**src/rtl/gmac_cfg_seq.sv**
```systemverilog
// Table-driven GMAC/PHY register-init sequencer: fetches command words from a
// synchronous ROM and runs them over an Avalon-style wait-request register port.
module gmac_cfg_seq #(
  parameter int unsigned AW       = 8,
  parameter int unsigned DW       = 32,
  parameter int unsigned IW       = 5,
  parameter int unsigned DELAY_W  = 26,
  parameter int unsigned POLL_MAX = 1024,
  localparam int unsigned CW      = 3 + AW + DW
) (
  input  logic          clk,
  input  logic          rst_n,
  output logic [IW-1:0] o_cmd_idx,
  input  logic [CW-1:0] i_cmd,
  output logic [AW-1:0] o_addr,
  output logic [DW-1:0] o_wr_data,
  output logic          o_wr,
  output logic          o_rd,
  input  logic [DW-1:0] i_rd_data,
  input  logic          i_wtrq,
  input  logic          i_start,
  output logic          o_busy,
  output logic          o_done,
  output logic          o_err,
  output logic [IW-1:0] o_err_idx,
  output logic [3:0]    o_state
);

  localparam int unsigned PCW = $clog2(POLL_MAX + 1);

  localparam logic [3:0] S_DELAY   = 4'd0;
  localparam logic [3:0] S_FETCH   = 4'd1;
  localparam logic [3:0] S_DECODE  = 4'd2;
  localparam logic [3:0] S_RD      = 4'd3;
  localparam logic [3:0] S_WR      = 4'd4;
  localparam logic [3:0] S_POLL_RD = 4'd5;
  localparam logic [3:0] S_WAIT    = 4'd6;
  localparam logic [3:0] S_DONE    = 4'd7;
  localparam logic [3:0] S_ERR     = 4'd8;

  localparam logic [2:0] OP_END      = 3'd0;
  localparam logic [2:0] OP_WR       = 3'd1;
  localparam logic [2:0] OP_OR       = 3'd2;
  localparam logic [2:0] OP_ANDN     = 3'd3;
  localparam logic [2:0] OP_POLL_CLR = 3'd4;
  localparam logic [2:0] OP_POLL_SET = 3'd5;
  localparam logic [2:0] OP_WAIT     = 3'd6;

  // Counter leaves DELAY after 2^DELAY_W-1 cycles (values 0 .. all-ones minus one).
  localparam logic [DELAY_W-1:0] DLY_LAST  = {{(DELAY_W-1){1'b1}}, 1'b0};
  localparam logic [PCW-1:0]     POLL_LAST = PCW'(POLL_MAX);

  logic [3:0]         state_q, state_d;
  logic [DELAY_W-1:0] delay_q, delay_d;
  logic [2:0]         op_q, op_d;
  logic [DW-1:0]      arg_q, arg_d;
  logic [DW-1:0]      r_reg, r_reg_d;
  logic [PCW-1:0]     poll_q, poll_d;
  logic [DW-1:0]      wait_q, wait_d;
  logic [IW-1:0]      idx_d, err_idx_d;
  logic [AW-1:0]      addr_d;
  logic [DW-1:0]      wr_data_d;
  logic               wr_d, rd_d, busy_d, done_d, err_d;

  logic [2:0]    op_c;
  logic [AW-1:0] addr_c;
  logic [DW-1:0] arg_c;
  logic          rd_ok_c, wr_ok_c, poll_met_c, cmd_done_c, go_done_c;

  assign o_state = state_q;

  // Next-state and registered-output logic
  always_comb begin
    state_d    = state_q;
    delay_d    = delay_q;
    op_d       = op_q;
    arg_d      = arg_q;
    r_reg_d    = r_reg;
    poll_d     = poll_q;
    wait_d     = wait_q;
    idx_d      = o_cmd_idx;
    err_idx_d  = o_err_idx;
    addr_d     = o_addr;
    wr_data_d  = o_wr_data;
    wr_d       = o_wr;
    rd_d       = o_rd;
    busy_d     = o_busy;
    done_d     = o_done;
    err_d      = o_err;
    cmd_done_c = 1'b0;
    go_done_c  = 1'b0;

    op_c    = i_cmd[CW-1 -: 3];
    addr_c  = i_cmd[DW +: AW];
    arg_c   = i_cmd[DW-1:0];
    rd_ok_c = o_rd && !i_wtrq;
    wr_ok_c = o_wr && !i_wtrq;
    poll_met_c = (op_q == OP_POLL_CLR) ? ((r_reg & arg_q) == '0)
                                       : ((r_reg & arg_q) == arg_q);

    case (state_q)
      S_DELAY: begin
        delay_d = delay_q + 1'b1;
        if (delay_q == DLY_LAST) begin
          state_d = S_FETCH;
          idx_d   = '0;
        end
      end
      S_FETCH: state_d = S_DECODE;
      S_DECODE: begin
        op_d   = op_c;
        arg_d  = arg_c;
        addr_d = addr_c;
        case (op_c)
          OP_END: go_done_c = 1'b1;
          OP_WR: begin
            wr_data_d = arg_c;
            wr_d      = 1'b1;
            state_d   = S_WR;
          end
          OP_OR, OP_ANDN: begin
            rd_d    = 1'b1;
            state_d = S_RD;
          end
          OP_POLL_CLR, OP_POLL_SET: begin
            rd_d    = 1'b1;
            poll_d  = '0;
            state_d = S_POLL_RD;
          end
          OP_WAIT: begin
            if (arg_c == '0) begin
              cmd_done_c = 1'b1;
            end else begin
              wait_d  = arg_c - 1'b1;
              state_d = S_WAIT;
            end
          end
          default: begin
            state_d   = S_ERR;
            err_d     = 1'b1;
            busy_d    = 1'b0;
            err_idx_d = o_cmd_idx;
          end
        endcase
      end
      S_RD: begin
        // Read-modify-write: write phase follows the read with no idle cycle
        if (rd_ok_c) begin
          r_reg_d   = i_rd_data;
          rd_d      = 1'b0;
          wr_d      = 1'b1;
          wr_data_d = (op_q == OP_OR) ? (i_rd_data | arg_q) : (i_rd_data & ~arg_q);
          state_d   = S_WR;
        end
      end
      S_WR: begin
        if (wr_ok_c) begin
          wr_d       = 1'b0;
          cmd_done_c = 1'b1;
        end
      end
      S_POLL_RD: begin
        // Idle cycle between strobes evaluates the captured read data
        if (o_rd) begin
          if (rd_ok_c) begin
            rd_d    = 1'b0;
            r_reg_d = i_rd_data;
            poll_d  = poll_q + 1'b1;
          end
        end else if (poll_met_c) begin
          cmd_done_c = 1'b1;
        end else if (poll_q == POLL_LAST) begin
          state_d   = S_ERR;
          err_d     = 1'b1;
          busy_d    = 1'b0;
          err_idx_d = o_cmd_idx;
        end else begin
          rd_d = 1'b1;
        end
      end
      S_WAIT: begin
        if (wait_q == '0) cmd_done_c = 1'b1;
        else              wait_d     = wait_q - 1'b1;
      end
      S_DONE, S_ERR: begin
        if (i_start) begin
          state_d   = S_FETCH;
          idx_d     = '0;
          done_d    = 1'b0;
          err_d     = 1'b0;
          err_idx_d = '0;
          busy_d    = 1'b1;
        end
      end
      default: state_d = S_DELAY;
    endcase

    // The last table entry finishing without END ends the sequence
    if (cmd_done_c) begin
      if (o_cmd_idx == '1) begin
        go_done_c = 1'b1;
      end else begin
        idx_d   = o_cmd_idx + 1'b1;
        state_d = S_FETCH;
      end
    end
    if (go_done_c) begin
      state_d = S_DONE;
      done_d  = 1'b1;
      busy_d  = 1'b0;
    end
  end

  // State and output registers
  always_ff @(posedge clk) begin
    if (!rst_n) begin
      state_q   <= S_DELAY;
      delay_q   <= '0;
      op_q      <= '0;
      arg_q     <= '0;
      r_reg     <= '0;
      poll_q    <= '0;
      wait_q    <= '0;
      o_cmd_idx <= '0;
      o_err_idx <= '0;
      o_addr    <= '0;
      o_wr_data <= '0;
      o_wr      <= 1'b0;
      o_rd      <= 1'b0;
      o_busy    <= 1'b1;
      o_done    <= 1'b0;
      o_err     <= 1'b0;
    end else begin
      state_q   <= state_d;
      delay_q   <= delay_d;
      op_q      <= op_d;
      arg_q     <= arg_d;
      r_reg     <= r_reg_d;
      poll_q    <= poll_d;
      wait_q    <= wait_d;
      o_cmd_idx <= idx_d;
      o_err_idx <= err_idx_d;
      o_addr    <= addr_d;
      o_wr_data <= wr_data_d;
      o_wr      <= wr_d;
      o_rd      <= rd_d;
      o_busy    <= busy_d;
      o_done    <= done_d;
      o_err     <= err_d;
    end
  end

endmodule

```
**config.mk**
```make
export PLATFORM = sky130hd
export DESIGN_NAME = gmac_cfg_seq
export DESIGN_NICKNAME = d
export VERILOG_FILES = /design/src/rtl/gmac_cfg_seq.sv
export SDC_FILE = /design/constraint.sdc
export NUM_CORES = 1
export LEC_CHECK = 0
export CAP_MARGIN = 5
export CORE_ASPECT_RATIO = 0.7
export CORE_UTILIZATION = 55
export DETAILED_ROUTE_END_ITERATION = 7
export GPL_TIMING_DRIVEN = 0
export PLACE_DENSITY = 0.84
export RECOVER_POWER = 25
export SLEW_MARGIN = 20
export SYNTH_ARGS = -nofsm -noshare
export SYNTH_HDL_FRONTEND = slang
export SYNTH_SLANG_ARGS = --single-unit
```
**constraint.sdc**
```tcl
create_clock -name clk -period 4.3 [get_ports clk]
set_input_delay 1.075 -clock clk [delete_from_list [all_inputs] [get_ports clk]]
set_output_delay 1.075 -clock clk [all_outputs]
set_load 0.02 [all_outputs]
```
Yosys cells after proc, flatten, opt, wreduce, memory -nomap -nowiden
Cells that the tools add are included.
{"block": "word_totals", "reg_bits": 195, "output_inout_bits": 59, "elab_cells": 177}
{"block": "op_classes", "add_sub_neg": 5, "n_eq_ne": 40, "n_mux": 76, "bitwise": 5, "reduce_logical": 34}
{"operator": "32-bit two-way mux", "n": 8}
{"operator": "32-bit case mux with 2 select lines", "n": 3}
{"operator": "32-bit logical NOT", "n": 3}
{"operator": "32-bit bitwise AND", "n": 2}
{"operator": "32-bit by 1-bit subtractor with 32-bit output, second input constant", "n": 2}
{"operator": "5-bit two-way mux", "n": 9}
{"operator": "4-bit two-way mux", "n": 9}
{"operator": "1-bit two-way mux", "n": 33}
{"operator": "11-bit two-way mux", "n": 3}
{"operator": "32-bit == test", "n": 1}
{"operator": "32-bit inverter", "n": 1}
{"operator": "32-bit OR", "n": 1}
{"operator": "4-bit case mux with 7 select lines", "n": 1}
{"operator": "26-bit by 1-bit adder with 26-bit output, second input constant", "n": 1}
{"operator": "26-bit == test, second input constant", "n": 1}
{"operator": "2-bit inequality test, second input constant", "n": 13}
{"operator": "11-bit case mux with 2 select lines", "n": 1}
{"operator": "4-bit case mux with 5 select lines", "n": 1}
{"operator": "4-bit by 3-bit == test with 1-bit output, second input constant", "n": 4}
{"operator": "3-bit inequality test, second input constant", "n": 5}
{"operator": "5-bit case mux with 3 select lines", "n": 1}
{"operator": "3-bit == test, second input constant", "n": 4}
{"operator": "1-bit case mux with 3 select lines", "n": 4}
{"operator": "4-bit AND reduction", "n": 3}
{"operator": "other kinds (27)", "n": 46}

Depth between registers and ports, before layout
{"block": "depth", "depth_word": 9, "ltp_mapped": 15, "depth_no_buf": 9}

Worst setup path before layout
OpenSTA, ideal clock, no wires.
{"block": "synth_timing", "kind": "register to register", "start": "register state_q[0] (netlist: o_state[0])", "end": "register wait_q[30]", "t_arrival_ns": 3.614, "slack_ns": 0.566, "stages_incl_launch_ff": 14, "period_less_slack_ns": 3.734, "cell_sequence": "dfxtp_1 clkbuf_1 nand4bb_1 clkbuf_1 clkbuf_1 buf_1 buf_2 mux2i_1 ha_1 o21ai_0 nor4_1 o21a_1 o21ai_0 o31a_1"}
{"block": "synth_via", "elab_chain_cells": 3, "elab_cells_between_ends": 8}
{"element": "start: declaration", "line": "53", "rtl": "logic [3:0] state_q, state_d;"}
{"element": "start signal: assignment", "line": "234", "rtl": "state_q <= state_d;"}
{"element": "4-bit by 2-bit == test with 1-bit output / 4-bit by 3-bit == test with 1-bit output (equally long branches)", "line": "101", "rtl": "case (state_q)"}
{"element": "2-bit inequality test (no line) / 2-bit nonzero test (equally long branches)"}
{"element": "4-bit AND reduction (no line)"}
{"element": "end signal: assignment", "line": "240", "rtl": "wait_q <= wait_d;"}
{"element": "end: declaration", "line": "59", "rtl": "logic [DW-1:0] wait_q, wait_d;"}
Several ways; a longest one is shown, not always the timed one.
A chain may end at the register's enable or synchronous reset.

Final worst setup path
{"block": "layout_timing", "start": "input i_cmd[16]", "end": "register wait_q[12]"}
{"block": "layout_via", "elab_chain_cells": 3}
{"element": "start: declaration", "line": "14", "rtl": "input logic [CW-1:0] i_cmd,"}
{"element": "32-bit logical NOT", "line": "131", "rtl": "if (arg_c == '0) begin"}
{"element": "2-bit inequality test (no line)"}
{"element": "4-bit AND reduction (no line)"}
No other way between the ends.

==> out/qor.csv <==
metric;value;unit
Post-CTS Setup Bufs;0;
Slew @ Worst Pin;1.22;ns
dominant cells by area after synthesis;dfxtp_1 38%, nand2_1 8.8%, a21oi_1 7.8%;
Leak;4.16;nW
final antenna-violating net count;0;
min cycle time layout;4.18;ns
CP endpoint kind;flop;
Routed WL per cell;20.8;um
RSZ-0062 raised after global routing;false;
main flop type after synthesis;dfxtp_1;
Post-Syn Area;10300;um2
Core Area;18200;um2
grt ovf;0;
antenna violations before repair;1;
CTS tree;built;
Final GP Congestion;1.01;
crit path kind;primary input to flop;
fin area;12500;um2
diode count;0;
number of synthesized flops with an enable pin;0;
CP Data Required Time;4.61;ns
Yosys warning total;0;
crit path max fanout;10;
Power Dens Cells;296;nW/um2
Setup violations, final;0;
outcome;finished, violations left;
Syn Nets;1438;
Yosys reg bits;195;
DR top layer;met5;
top cell type's share of synthesized area;38.0;%
worst-case vdd ir drop;0.000222;V
die span in y;116;um
critical path launch point type;primary input;
Hold Path Class;flop to flop;
flip-flop and latch area;3910;um2
share of cells above drive strength 1;4.49;%
dpl cell area;11900;um2
Final period util;97.2;%
# DRC;26;
Root Buffer;clkbuf_16;
# port buffers;131;
CTS Sinks;195;
Crit. Startpoint;i_cmd[16];
aggregate routed wire length;36400;um
Die ar.;19300;um2
H-Tree Depth;4;
First-pass DRT Iterations;8;
# rows;41;
IO Pins;138;
asr flop ratio synth;0;%
final setup skew;0.0143;ns
Fin. Hold Viols;0;
sequential cell area fraction in the yosys report;38.0;%
first-pass GRT wire length;55000;um
largest net degree at the start of global routing;21;
mean post-synth cell area;7.61;um2
hold path start;o_addr[3];
Layout Nets;1587;
met2 wire len;14400;um
Slew Limit Fails;0;
metal3 WL;5750;um
# placed instances;1719;
Die W;165;um
Arr. time, crit path;4.49;ns
clock slew seen by the registers of the worst setup and hold paths;0.08;ns
1st-iter DRT viols;1895;
worst r2r src;o_state[0];
slew margin rel.;18.1;%
fillers;1495;
cts bufs inserted;17;
vias per cell;6.39;
Post-DP HPWL;26800;um
area leader, netlist;dfxtp_1;
initial core utilization;56.6;%
Max Clk Rate;239;MHz
number of global-route vias before repair;9904;
Global Route Usage Sum;37.7;%
Synth-to-Final Area Change;21.5;%
failing checks;DRC;
most frequent cells in the layout;241 x nand2_1, 194 x dfxtp_1, 160 x a21oi_1;
commonest non-fill, non-tap cell in the layout;nand2_1;
Cells after Synth;1352;
WL met1;15500;um
multi-input logic area;5860;um2
post-layout util;68.8;%
CTS max path bufs;2;
Non-Filler Instances;1750;
Max Cap Viol;0;
vias;11200;
clock latency at the later pin of the worst-skew pair;0.44;ns
Yosys cell types;79;
==> kinds of logic (layout without fill, tap and decap cells) <==
logic type,count (synthesis),count (layout),synth area share [%]
adder cells (fa/ha/maj),7,7,0.851
flip-flops,195,195,38.0
AND/OR/NAND/NOR,584,584,26.2
buffers and inverters,116,278,5.07
XOR/XNOR,37,37,3.15
AO/OA/AOI/OAI,365,365,22.1
multiplexers,48,48,4.67
==> cell type report <==
| type | instances | share of cell area [%] |
|---|---|---|
| Multi-Input combinational cell | 1041 | 46.9 |
| Sequential cell | 195 | 31.3 |
| Timing Repair Buffer | 131 | 10.5 |
| Clock buffer | 17 | 3.40 |
| Buffer | 88 | 3.24 |
| Tap cell | 236 | 2.36 |
| Clock inverter | 15 | 1.53 |
| Inverter | 27 | 0.811 |
==> Yosys cell counts, drive strengths merged, types with 25 or more instances <==
cell / number
a211oi: 36
a21oi: 160
clkbuf: 71
dfxtp: 195
inv: 27
mux2i: 48
nand2: 241
nand2b: 25
nand3: 29
nor2: 145
nor3: 40
o21ai: 54
==> per-layer routing <==
metal	vias to the layer above	GRT usage, %
li1	5112	-
met1	5174	55.3
met2	801	51.9
met3	102	12.3
met4	2	11.0
met5	-	0
==> worst max-delay path: stages <==
cell,delay [ns]
clkdlybuf4s50_1,0.54
nor4_1,1.06
nand4_1,0.42
nor4_4,0.37
nor3_2,0.21
clkbuf_1,0.39
a311oi_1,0.36
nor2_1,0.06
==> path summary, 6_finish.rpt <==
| kind | to | slack, ns | cells past startpoint |
|---|---|---|---|
| setup / recovery | wait_q[12] | 0.12 | 8 |
| hold / removal | o_addr[3] | 0.45 | 2 |
| setup reg to reg | wait_q[26] | 0.17 | 13 |
| hold reg to reg | o_addr[3] | 0.45 | 2 |
==> power breakdown <==
| part | total (mW) | internal [mW] | switching (mW) |
|---|---|---|---|
| registers | 1.81 | 1.81 | 0.00349 |
| logic | 0.236 | 0.0954 | 0.141 |
| clock network | 1.66 | 0.839 | 0.817 |
==> stage by stage <==
| stage | setup slack, ns | hold WS (ns) | setup TNS [ns] | total power [mW] |
|---|---|---|---|---|
| finish | 0.120 | 0.454 | 0 | 3.70 |
| global placement | -0.489 | 0.443 | -3.59 | 2.07 |
| CTS | 0.0601 | 0.457 | 0 | 3.69 |
| detailed placement | -0.561 | 0.447 | -4.75 | 2.08 |
| global route | 0.0578 | 0.469 | 0 | 3.79 |
| floorplan | 0.566 | 0.444 | 0 | 1.94 |
==> what timing repair did <==
action	4_1_cts	5_1_grt
hold buffers	0	0
resized for setup	3	3
setup endpoints to repair	12	10
(Power assumes the default switching activity.)
